**src/rtl/serial_link_credit_ctrl.sv**
```systemverilog
// Per-VC credit flow control for the serial link data-link layer: round-robin data grant,
// TX credit tracking, RX credit return. Define SERIAL_LINK_CREDIT_STALL_CNT_EN for stall counters.
module serial_link_credit_ctrl #(
    parameter int unsigned  NumVc           = 2,
    parameter int unsigned  NumCredits      = 8,
    parameter int unsigned  ForceSendThresh = NumCredits - 1,
    localparam int unsigned VcW             = (NumVc > 1) ? $clog2(NumVc) : 1,
    localparam int unsigned CreditW         = $clog2(NumCredits) + 1
) (
    input  logic                       clk_i,
    input  logic                       rst_ni,
    input  logic                       clear_i,
    input  logic [NumVc-1:0]           in_valid_i,
    output logic [NumVc-1:0]           in_ready_o,
    output logic                       out_valid_o,
    input  logic                       out_ready_i,
    output logic [VcW-1:0]             out_vc_o,
    output logic                       out_credit_only_o,
    output logic [VcW-1:0]             out_credit_vc_o,
    output logic [CreditW-1:0]         out_credits_o,
    input  logic [NumVc-1:0]           rx_consume_i,
    input  logic                       credit_in_valid_i,
    input  logic [VcW-1:0]             credit_in_vc_i,
    input  logic [CreditW-1:0]         credit_in_i,
    output logic [NumVc*CreditW-1:0]   avail_o,
    output logic                       credit_err_o
`ifdef SERIAL_LINK_CREDIT_STALL_CNT_EN
   ,output logic [NumVc*32-1:0]        stall_cnt_o
`endif
);
    typedef logic [CreditW-1:0] cnt_t;
    localparam logic [CreditW:0] MaxCnt  = (CreditW+1)'(NumCredits);
    localparam cnt_t             InitCnt = CreditW'(NumCredits);

    cnt_t             avail_q [NumVc];
    cnt_t             avail_d [NumVc];
    cnt_t             pend_q  [NumVc];
    cnt_t             pend_d  [NumVc];
    logic [CreditW:0] avail_sum [NumVc];
    logic [CreditW:0] pend_sum  [NumVc];
    logic             err_q, err_d, lock_q;
    logic [VcW-1:0]   rr_q, rr_d, lk_vc_q, lk_cvc_q;
    logic             lk_co_q;
    cnt_t             lk_cr_q;
    logic [NumVc-1:0] elig;
    logic             any_elig, hs, data_hs;
    logic [VcW-1:0]   idx, grant_vc, best_vc;
    cnt_t             best_pend;

    always_comb begin : arb
        any_elig  = 1'b0;
        grant_vc  = '0;
        idx       = '0;
        best_vc   = '0;
        best_pend = pend_q[0];
        for (int v = 0; v < NumVc; v++) elig[v] = in_valid_i[v] && (avail_q[v] != '0);
        // First eligible VC scanning upward from the round-robin pointer
        for (int k = 0; k < NumVc; k++) begin
            idx = VcW'((int'(rr_q) + k) % int'(NumVc));
            if (!any_elig && elig[idx]) begin
                any_elig = 1'b1;
                grant_vc = idx;
            end
        end
        // Strict '>' keeps ties on the lowest index
        for (int v = 1; v < NumVc; v++) begin
            if (pend_q[v] > best_pend) begin
                best_pend = pend_q[v];
                best_vc   = VcW'(v);
            end
        end
    end

    always_comb begin : outsel
        out_valid_o       = 1'b0;
        out_vc_o          = '0;
        out_credit_only_o = 1'b0;
        out_credit_vc_o   = '0;
        out_credits_o     = '0;
        if (!clear_i) begin
            if (lock_q) begin
                out_valid_o       = 1'b1;
                out_vc_o          = lk_vc_q;
                out_credit_only_o = lk_co_q;
                out_credit_vc_o   = lk_cvc_q;
                out_credits_o     = lk_cr_q;
            end else if (any_elig) begin
                out_valid_o     = 1'b1;
                out_vc_o        = grant_vc;
                out_credit_vc_o = best_vc;
                out_credits_o   = best_pend;
            end else if (best_pend >= CreditW'(ForceSendThresh)) begin
                out_valid_o       = 1'b1;
                out_credit_only_o = 1'b1;
                out_credit_vc_o   = best_vc;
                out_credits_o     = best_pend;
            end
        end
        in_ready_o = '0;
        for (int v = 0; v < NumVc; v++)
            in_ready_o[v] = out_ready_i && out_valid_o && !out_credit_only_o && (out_vc_o == VcW'(v));
    end

    always_comb begin : nxt
        hs      = out_valid_o && out_ready_i;
        data_hs = hs && !out_credit_only_o;
        err_d   = err_q;
        rr_d    = rr_q;
        for (int v = 0; v < NumVc; v++) begin
            // Credits returned are the presented value, so consumes during a lock stay pending
            avail_sum[v] = {1'b0, avail_q[v]}
                         + ((credit_in_valid_i && credit_in_vc_i == VcW'(v)) ? {1'b0, credit_in_i} : '0)
                         - ((data_hs && out_vc_o == VcW'(v)) ? (CreditW+1)'(1) : '0);
            pend_sum[v]  = {1'b0, pend_q[v]} + (CreditW+1)'(rx_consume_i[v])
                         - ((hs && out_credit_vc_o == VcW'(v)) ? {1'b0, out_credits_o} : '0);
            avail_d[v] = avail_sum[v][CreditW-1:0];
            pend_d[v]  = pend_sum[v][CreditW-1:0];
            if (avail_sum[v] > MaxCnt) begin
                avail_d[v] = InitCnt;
                err_d      = 1'b1;
            end
            if (pend_sum[v] > MaxCnt) begin
                pend_d[v] = InitCnt;
                err_d     = 1'b1;
            end
        end
        if (data_hs) rr_d = (out_vc_o == VcW'(NumVc - 1)) ? '0 : out_vc_o + VcW'(1);
    end

    always_ff @(posedge clk_i or negedge rst_ni) begin
        if (!rst_ni) begin
            for (int v = 0; v < NumVc; v++) begin
                avail_q[v] <= InitCnt;
                pend_q[v]  <= '0;
            end
            err_q <= 1'b0;  rr_q <= '0;  lock_q <= 1'b0;
            lk_vc_q <= '0;  lk_co_q <= 1'b0;  lk_cvc_q <= '0;  lk_cr_q <= '0;
        end else if (clear_i) begin
            for (int v = 0; v < NumVc; v++) begin
                avail_q[v] <= InitCnt;
                pend_q[v]  <= '0;
            end
            err_q <= 1'b0;  rr_q <= '0;  lock_q <= 1'b0;
        end else begin
            avail_q <= avail_d;
            pend_q  <= pend_d;
            err_q   <= err_d;
            rr_q    <= rr_d;
            lock_q  <= out_valid_o && !out_ready_i;
            if (out_valid_o && !out_ready_i) begin
                lk_vc_q  <= out_vc_o;
                lk_co_q  <= out_credit_only_o;
                lk_cvc_q <= out_credit_vc_o;
                lk_cr_q  <= out_credits_o;
            end
        end
    end

    always_comb begin
        avail_o = '0;
        for (int v = 0; v < NumVc; v++) avail_o[v*CreditW +: CreditW] = avail_q[v];
    end
    assign credit_err_o = err_q;

`ifdef SERIAL_LINK_CREDIT_STALL_CNT_EN
    logic [31:0] stall_q [NumVc];

    always_ff @(posedge clk_i or negedge rst_ni) begin
        if (!rst_ni) begin
            for (int v = 0; v < NumVc; v++) stall_q[v] <= '0;
        end else if (clear_i) begin
            for (int v = 0; v < NumVc; v++) stall_q[v] <= '0;
        end else begin
            for (int v = 0; v < NumVc; v++)
                if (in_valid_i[v] && avail_q[v] == '0 && stall_q[v] != '1) stall_q[v] <= stall_q[v] + 32'd1;
        end
    end

    always_comb begin
        stall_cnt_o = '0;
        for (int v = 0; v < NumVc; v++) stall_cnt_o[v*32 +: 32] = stall_q[v];
    end
`endif
endmodule

```
**config.mk**
```make
export PLATFORM = sky130hd
export DESIGN_NAME = serial_link_credit_ctrl
export DESIGN_NICKNAME = d
export VERILOG_FILES = /design/src/rtl/serial_link_credit_ctrl.sv
export SDC_FILE = /design/constraint.sdc
export NUM_CORES = 1
export LEC_CHECK = 0
export ABC_AREA = 1
export BUFFER_PORTS_ARGS = -buffer_cell sky130_fd_sc_hd__buf_2
export CAP_MARGIN = 10
export CORE_UTILIZATION = 28
export CTS_CLUSTER_DIAMETER = 30
export DETAILED_ROUTE_END_ITERATION = 6
export HOLD_SLACK_MARGIN = 0.1
export PLACE_DENSITY = 0.51
export SLEW_MARGIN = 10
export SYNTH_ARGS = -nofsm -noshare
export SYNTH_HDL_FRONTEND = slang
export SYNTH_SLANG_ARGS = --single-unit
export TNS_END_PERCENT = 20
```
**constraint.sdc**
```tcl
create_clock -name clk_i -period 4.02 [get_ports clk_i]
set_input_delay 0.201 -clock clk_i [delete_from_list [all_inputs] [get_ports clk_i]]
set_output_delay 0.201 -clock clk_i [all_outputs]
set_load 0.01 [all_outputs]
```
---- Word-level counts from Yosys, hierarchy flattened ----
Cells that the tools add are included.
storage, ports and cells
  register bits after elaboration ......... 26
  output and inout bits ................... 19
  logic and storage cells ................. 102
operators by class
  $add $sub $neg .......................... 10
  $lt $le $gt $ge ......................... 8
  mux-type cells .......................... 49
  bitwise logic cells ..................... 4
  reductions and logical operators ........ 20
operators by type and width
  operator                                                           number
  two-way mux 4 bit                                                  13
  two-way mux 1 bit                                                  34
  greater-than comparator 5 x 4 -> 1 bit, second input constant      4
  two-way mux 8 bit                                                  2
  logical AND 1 bit                                                  12
  adder 4 x 1 -> 5 bit                                               2
  adder 4 x 4 -> 5 bit                                               2
  subtractor 5 x 1 -> 5 bit                                          2
  subtractor 5 x 4 -> 5 bit                                          2
  nonzero test 4 bit                                                 2
  nonzero test 5 bit                                                 1
  greater-or-equal comparator 4 x 3 -> 1 bit, second input constant  1
  greater-than comparator 4 bit                                      1
  < comparator 1 x 2 -> 1 bit, second input constant                 2
  NOT 1 bit                                                          4
  logical NOT 1 bit                                                  3
  adder 1 bit, second input constant                                 2
  AND reduction 2 bit                                                1
  nonzero test 2 bit                                                 1

---- Depth between registers and ports, before layout ----
Gate-level depths: netlist of the first run.
  word-level depth ........................ 22
  depth in mapped cells ................... 29
  depth with buffers taken out ............ 29

---- Worst setup path before layout of the first run ----
Ideal clock, no wire load.
  kind .................................... reg2reg
  start ................................... reg pend_q[3] (netlist name)
  end ..................................... reg err_q (netlist: credit_err_o)
  setup time .............................. 0.082 ns
  arrival time ............................ 3.400 ns
  slack ................................... 0.538 ns
  stages on the path, launching flop included .. 23
  buffers on the path ..................... 0
  clock period less this slack ............ 3.482 ns
  path through ............................ dfrtp_1 > ha_1 > nand2_2 > clkinv_4 > nand2_4 > nand2_4 > nand2_4 > nand2_1 > o21ai_2 > nand4_2 > nand2_4 > inv_1 > nand2_1 > nor3_1 > ha_1 > inv_1 > ha_1 > fa_1 > xor2_1 > nor3_1 > o21ai_0 > nor2_1 > a31oi_1
on the way
  word-level cells in the longest chain between the ends .. 16
  elaborated cells on any way between the ends .. 45
  those cells by class .................... add/sub (5); order compare (6); mux (25); bitwise (1); reduce/logical (8)
RTL lines
  what                                                                                        RTL line  source
  start: declaration                                                                          37        cnt_t pend_q [NumVc];
  start signal: assignment                                                                    146       pend_q <= pend_d;
  greater-than comparator 4 bit                                                               67        if (pend_q[v] > best_pend) begin
  two-way mux 4 bit *                                                                         67
  greater-or-equal comparator 4 x 3 -> 1 bit *                                                92        end else if (best_pend >= CreditW'(ForceSendThresh)) begin
  two-way mux 1 bit *                                                                         92
  two-way mux 1 bit *                                                                         87        end else if (any_elig) begin
  two-way mux 1 bit *                                                                         81        if (lock_q) begin
  two-way mux 1 bit *                                                                         80        if (!clear_i) begin
  named net out_valid_o                                                                       15        output logic out_valid_o,
  logical AND 1 bit *                                                                         105       hs = out_valid_o && out_ready_i;
  logical AND 1 bit, on equally long branches                                                 115, 106
  two-way mux 4 bit / logical AND 1 bit (equally long branches)                               115, 113
  subtractor 5 x 4 -> 5 bit / two-way mux 1 bit (equally long branches)                       115, 113
  greater-than comparator 5 x 4 -> 1 bit / subtractor 5 x 1 -> 5 bit (equally long branches)  122, 113
  two-way mux 1 bit / greater-than comparator 5 x 4 -> 1 bit (equally long branches)          122, 118
  two-way mux 1 bit                                                                           118       if (avail_sum[v] > MaxCnt) begin
  two-way mux 1 bit                                                                           122       if (pend_sum[v] > MaxCnt) begin
  two-way mux 1 bit                                                                           138       end else if (clear_i) begin
  end signal: assignment                                                                      147       err_q <= err_d;
  end: declaration                                                                            41        logic err_q, err_d, lock_q;
The timed path passes the listed nets; every way through them passes the cells marked *.
A chain may end at the register's enable or synchronous reset.

---- Final worst setup path of the first run ----
  start ................................... reg pend_q[1] (netlist name)
  end ..................................... reg err_q (netlist: credit_err_o)
on the way
  word-level cells in the longest chain between the ends .. 16
  elaborated cells on any way between the ends .. 45
  those cells by class .................... add/sub (5); order compare (6); mux (25); bitwise (1); reduce/logical (8)
RTL lines
  what                                                                                        RTL line
  greater-than comparator 4 bit                                                               67
  two-way mux 4 bit                                                                           67
  greater-or-equal comparator 4 x 3 -> 1 bit                                                  92
  two-way mux 1 bit                                                                           92
  two-way mux 1 bit                                                                           87
  two-way mux 1 bit                                                                           81
  two-way mux 1 bit                                                                           80
  logical AND 1 bit, or another cell as far along                                             105
  logical AND 1 bit, on equally long branches                                                 115, 106
  two-way mux 4 bit / logical AND 1 bit (equally long branches)                               115, 113
  subtractor 5 x 4 -> 5 bit / two-way mux 1 bit (equally long branches)                       115, 113
  greater-than comparator 5 x 4 -> 1 bit / subtractor 5 x 1 -> 5 bit (equally long branches)  122, 113
  two-way mux 1 bit / greater-than comparator 5 x 4 -> 1 bit (equally long branches)          122, 118
  two-way mux 1 bit                                                                           118
  two-way mux 1 bit                                                                           122
  two-way mux 1 bit                                                                           138
Several ways; a longest one is shown, not always the timed one.

==> metrics, run 1 <==
power share of the clock group 7.7%; CTS Buf Count 3; most common cell in the synthesized netlist inv_1; Mapped Area 2350 um^2; Sw Share 50.5%; Final Skew 0.00598 ns; vias in the first global route 1,866; initial antenna violation count 0; GRT Overall Usage 12.4%; FF/Latch Area 653 um^2; Cell Int Power 0.00101 W; fmax 0.270 GHz; num rows 33; I/O pin count 33; DR WL/cell 11.4 um; 1st-iter DRT viols 32; area delta synth->final 15.9%; worst setup path category register to register; MaxCap Viol Count 0; largest net degree at the start of global routing 27; Initial Utilization 28.7%; Routed WL 4.88 mm; Yosys top cell by area dfrtp_1; htree depth 1; clk sink count 26; Final Core Density 33.3%; setup violators final 0; GR Overflow Total 0; fillers 894; ys async rst share 100%; share of the synthesized area in the top cell type 25.6%; layout cells sized above 1 23.5%; Pleak 1.44 nW; peak ir drop on the vdd network 0.000230 V; Multi-input gate area 1480 um^2; Final #Nets 379; routability cong. 0.796; Slew Viols, Final 0; TNS Setup 0 ns; max_slew headroom 57.6%; Core ar. 8180 um^2; Max Root-Sink Buffers 2; clock root buffer clkbuf_8; Final Hold Fails 0; clk_lat worst skew 0.27 ns; I/O Buffers 32; clk slew on worst S/H paths 0.10 ns; first-pass GRT wire length 8.54 mm; Die ar. 8750 um^2; Detail Route Antenna Nets 0; cells after synthesis 289; Req. time, crit path 4.18 ns; post-synthesis sequential area ratio 27.8%; hold depth 2; Reg power frac 19.7%; Syn. warnings 0; Synthesized Nets 343; Worst EP arrival 3.86 ns; unrepaired setup endpoints after global routing false; combinational share of power 72.6%; Hold Path Class input port to register; DR pass1 iterations 4; Power Density 751 nW/um^2; Synth area leaders dfrtp_1 (26%), ha_1 (19%), inv_1 (8.6%), nand2_1 (6.6%), nand3_1 (6.4%); height of the die 93.5 um; Antenna diodes 0; Post-CTS Setup Bufs 0; synthesized flop and latch total 26; placed wire-length estimate 4.17 mm; # DRC 0; reg2reg path depth 23; CTS tree built; status finished, final reports clean; Worst Max-Slew Pin Slew 0.630 ns; Post-synth EDFFs 0; DR vias/cell 4.37; Mapped Avg Cell Area 8.12 um^2; die width 93.5 um; Final period util 92.0%; synth unique cells 36; Post-synth top cells inv_1 (54), nand2_1 (41), ha_1 (36); Sw Pwr 0.00103 W; min Tclk post-route 3.70 ns; Crit. End Element register; startpoint types register; worst-path fanout max 6; Main synth FF type dfrtp_1; via count 1,876
==> power by group through the flow <==
stage | Combinational [W] | Clock [W] | Sequential (W)
floorplan | 0.00113 | 0 | 0.000403
finish | 0.00148 | 0.000157 | 0.000402
CTS | 0.00145 | 0.000162 | 0.000402
detailed placement | 0.00145 | 0 | 0.000408
global route | 0.00172 | 0.000174 | 0.000414
global placement | 0.00145 | 0 | 0.000408
==> worst max-delay path, stage by stage (launching register included) <==
cell and delay [ns]:
dfrtp_1 0.42, ha_1 0.35, nand2_1 0.10, nand2_2 0.06, nand2_4 0.06, nand2_4 0.06
nand2_4 0.09, nand2_1 0.08, nand2_1 0.08, nand3_2 0.09, nand4_2 0.09, nand2_4 0.11
nor2_4 0.22, nand2_1 0.10, nor2_2 0.13, ha_1 0.24, inv_1 0.06, ha_1 0.18
fa_2 0.45, nor3_1 0.18, o21ai_0 0.12, buf_4 0.16, nor2_1 0.10, a31oi_1 0.08
==> cell type report <==
type / count / area share [%]
Clock buffer: 4 / 1.66
Inverter: 57 / 8.14
Multi-Input combinational cell: 202 / 54.6
Sequential cell: 26 / 24.0
Tap cell: 105 / 4.83
Timing Repair Buffer: 35 / 6.81
==> per-layer routing <==
metal | global-route usage [%] | routed length [um]
met2 | 20.8 | 2310
met3 | 1.63 | 99
met5 | 0 | 0
met4 | 3.46 | 58
met1 | 16.7 | 2410
==> registers in the layout, summed over array words and instances (netlist names) <==
register and flops:
lk_cr_q 4, avail_o 8, rr_q 1, lk_co_q 1, lock_q 1, lk_cvc_q 1
lk_vc_q 1, credit_err_o 1, pend_q 8
==> placed cells by master, fill, tap and decap left out, types with 3 or more instances in the layout <==
cell / Yosys / final
nand2_1: 41 / 41
ha_1: 36 / 35
o21ai_0: 7 / 6
nand2_2: 6 / 6
xor2_1: 8 / 8
dfrtp_1: 24 / 24
inv_1: 54 / 54
nor2_1: 22 / 21
buf_2: 0 / 32
nand3_1: 30 / 29
o21ai_2: 8 / 9
nand2_4: 4 / 4
a21oi_1: 9 / 9
clkbuf_8: 0 / 3
fa_1: 4 / 3
nor3_1: 4 / 3
==> through the flow <==
stage	total power (W)	instances	setup WS (ns)	cell area [um^2]	hold WS, ns
6_report	0.00204	429	0.321	2720	0.178
5_1_grt	0.00231	429	0.0101	2720	0.168
4_1_cts	0.00202	429	0.131	2680	0.175
3_5_place_dp	0.00185	424	0.173	2620	0.255
3_3_place_gp	0.00186	424	0.177	2620	0.257
2_1_floorplan	0.00154	289	0.538	2350	-0.0946
==> logic make-up (layout without fill, tap and decap cells) <==
logic type,after synthesis,after routing,share of synthesized area [%]
AOI/OAI and AO/OA,32,32,8.80
adders and majority gates,40,40,22.6
and+or+nand+nor,119,119,25.9
buffers and inverters,61,96,10.8
xor gates and xnor gates,11,11,4.11
DFF,26,26,27.8
==> worst paths after layout <==
check,start,endpoint,slack (ns)
max,pend_q[1],credit_err_o,0.32
min reg2reg,lk_vc_q,lk_vc_q,0.49
max reg2reg,pend_q[1],credit_err_o,0.32
max in group asynchronous,rst_ni,avail_o[4],3.15
min,out_ready_i,lock_q,0.18
min in group asynchronous,rst_ni,pend_q[0],0.46
==> what timing repair did <==
item | CTS | global route
endpoints found under the setup margin | 0 | 6
endpoints found under the hold margin | 24 | 0
resized for setup | 0 | 9
hold buffers | 1 | 0
Note: power is estimated with default switching activity, not from simulation.
==> run 2: changes to the inputs <==
PLACE_DENSITY = 0.52   (was 0.51)
clock period = 3.2 ns   (was 4.02 ns; I/O delays follow)
==> run 2 against run 1 <==
- the flow now finishes with violations (setup timing)
- register-to-register slack worse by 0.64 ns
- hold slack lost 0.038 ns
- critical path depth down 1
- wire length grew 21%
- critical path type unchanged
- critical endpoint unchanged
- largest cell class unchanged
==> metrics, run 2 (synthesis results as in run 1) <==
vias in the first global route 2,139; Max Root-Sink Buffers 2; area delta synth->final 43.9%; clk sink count 26; 1st-iter DRT viols 53; Worst EP arrival 3.69 ns; clk slew on worst S/H paths 0.10 ns; Worst Max-Slew Pin Slew 0.613 ns; Fin Hold WS 0.140 ns; num rows 33; Final period util 110%; die width 93.5 um; peak ir drop on the vdd network 0.000485 V; Power Density 1070 nW/um^2; Detail Route Antenna Nets 0; TNS Setup -3.20 ns; violated checks setup timing; initial antenna violation count 0; clock root buffer clkbuf_8; CTS tree built; unrepaired setup endpoints after global routing true; Pleak 1.69 nW; largest net degree at the start of global routing 27; MaxCap Viol Count 0; Metal-1 WL 2.77 mm; FF/Latch Area 653 um^2; layout cells sized above 1 45.7%; DR pass1 iterations 4; Initial Utilization 28.7%; Final Core Density 41.3%; clk_lat worst skew 0.28 ns; max_slew headroom 58.7%; Hold Path Class input port to register; GRT Overall Usage 14.0%; placed wire-length estimate 4.62 mm; # DRC 0; I/O pin count 33; min Tclk post-route 3.52 ns; first-pass GRT wire length 9.67 mm; I/O Buffers 32; worst setup path category register to register; Top Metal Used met4; worst-path fanout max 6; status finished, violations left; Req. time, crit path 3.37 ns; CTS Buf Count 3; fmax 0.284 GHz; worst setup margin -0.320 ns; Final #Nets 427; Final Hold Fails 0; Multi-input gate area 1770 um^2; Crit. End Element register; setup violators final 17; routability cong. 0.818; Antenna diodes 0; via count 2,089; met2 wire len 3.04 mm; Final Skew 0.00171 ns; DR WL/cell 12.4 um; Slew Viols, Final 0; height of the die 93.5 um; commonest non-fill, non-tap cell in the layout buf_4; Die ar. 8750 um^2; Routed WL 5.93 mm; fillers 853; DR vias/cell 4.38; htree depth 1; pre-CTS worst setup slack -0.515 ns; WL met3 77 um; commonest non-fill, non-tap cells in the layout buf_4 (50), inv_1 (49), nand2_1 (32), buf_2 (32), nand3_1 (26); Core ar. 8180 um^2; GR Overflow Total 0; startpoint types register
## run 2: report_power, final
| part | leakage (nW) | switching (W) | internal [W] |
|---|---|---|---|
| registers | 0.342 | 0.0000647 | 0.000435 |
| logic | 1.32 | 0.00152 | 0.00137 |
| clock network | 0.0288 | 0.000118 | 0.000110 |
| total | 1.69 | 0.00170 | 0.00192 |
## run 2: final timing paths
check | startpoint | to | slack (ns) | cells after the start
setup / recovery | pend_q[5] | credit_err_o | -0.32 | 22
hold / removal | out_ready_i | lock_q | 0.14 | 2
setup reg to reg | pend_q[5] | credit_err_o | -0.32 | 22
hold reg to reg | lk_cr_q[0] | lk_cr_q[0] | 0.50 | 2
max in group asynchronous | rst_ni | rr_q | 2.38 | 2
min in group asynchronous | rst_ni | pend_q[1] | 0.42 | 2
## run 2: per-stage QoR
step	cells	power [W]	area, um^2
after floorplan	289	0.00197	2380
after detailed placement	468	0.00282	2990
after global routing	477	0.00395	3380
after CTS	476	0.00337	3240
after global placement	468	0.00280	2990
final	477	0.00362	3380
## run 2: metal layers
layer	global-route usage, %	up-vias
met5	0	-
met3	1.30	2
li1	-	1089
met2	25.0	19
met1	17.9	979
met4	4.10	0
## run 2: final cells by class
cell class                 instances  share of cell area (%)
clock buffer                       4                    1.63
inverter                          57                    6.56
multi-input combinational        202                    52.4
sequential                        26                    19.3
timing repair buffer              83                    16.2
tap                              105                    3.89
## run 2: what timing repair did
action	4_1_cts	5_1_grt
resized for setup	30	26
setup endpoints to repair	17	17
pin swaps	17	20
hold endpoints to repair	24	0
hold buffers	1	0
buffers inserted	3	1
## run 2: critical path: stages (launching register included)
cell	delay, ns
dfrtp_1	0.40
inv_2	0.06
ha_4	0.28
nand2_1	0.06
nand2_2	0.07
nand2_4	0.05
nand2_4	0.09
nand2_8	0.08
buf_4	0.14
buf_4	0.12
nor2_1	0.13
o21ai_2	0.10
o21ai_4	0.10
nand2_1	0.09
nor2_2	0.13
ha_1	0.26
inv_2	0.07
ha_4	0.13
fa_2	0.47
o31ai_4	0.25
nand2_1	0.12
nor2_1	0.13
a31oi_1	0.09
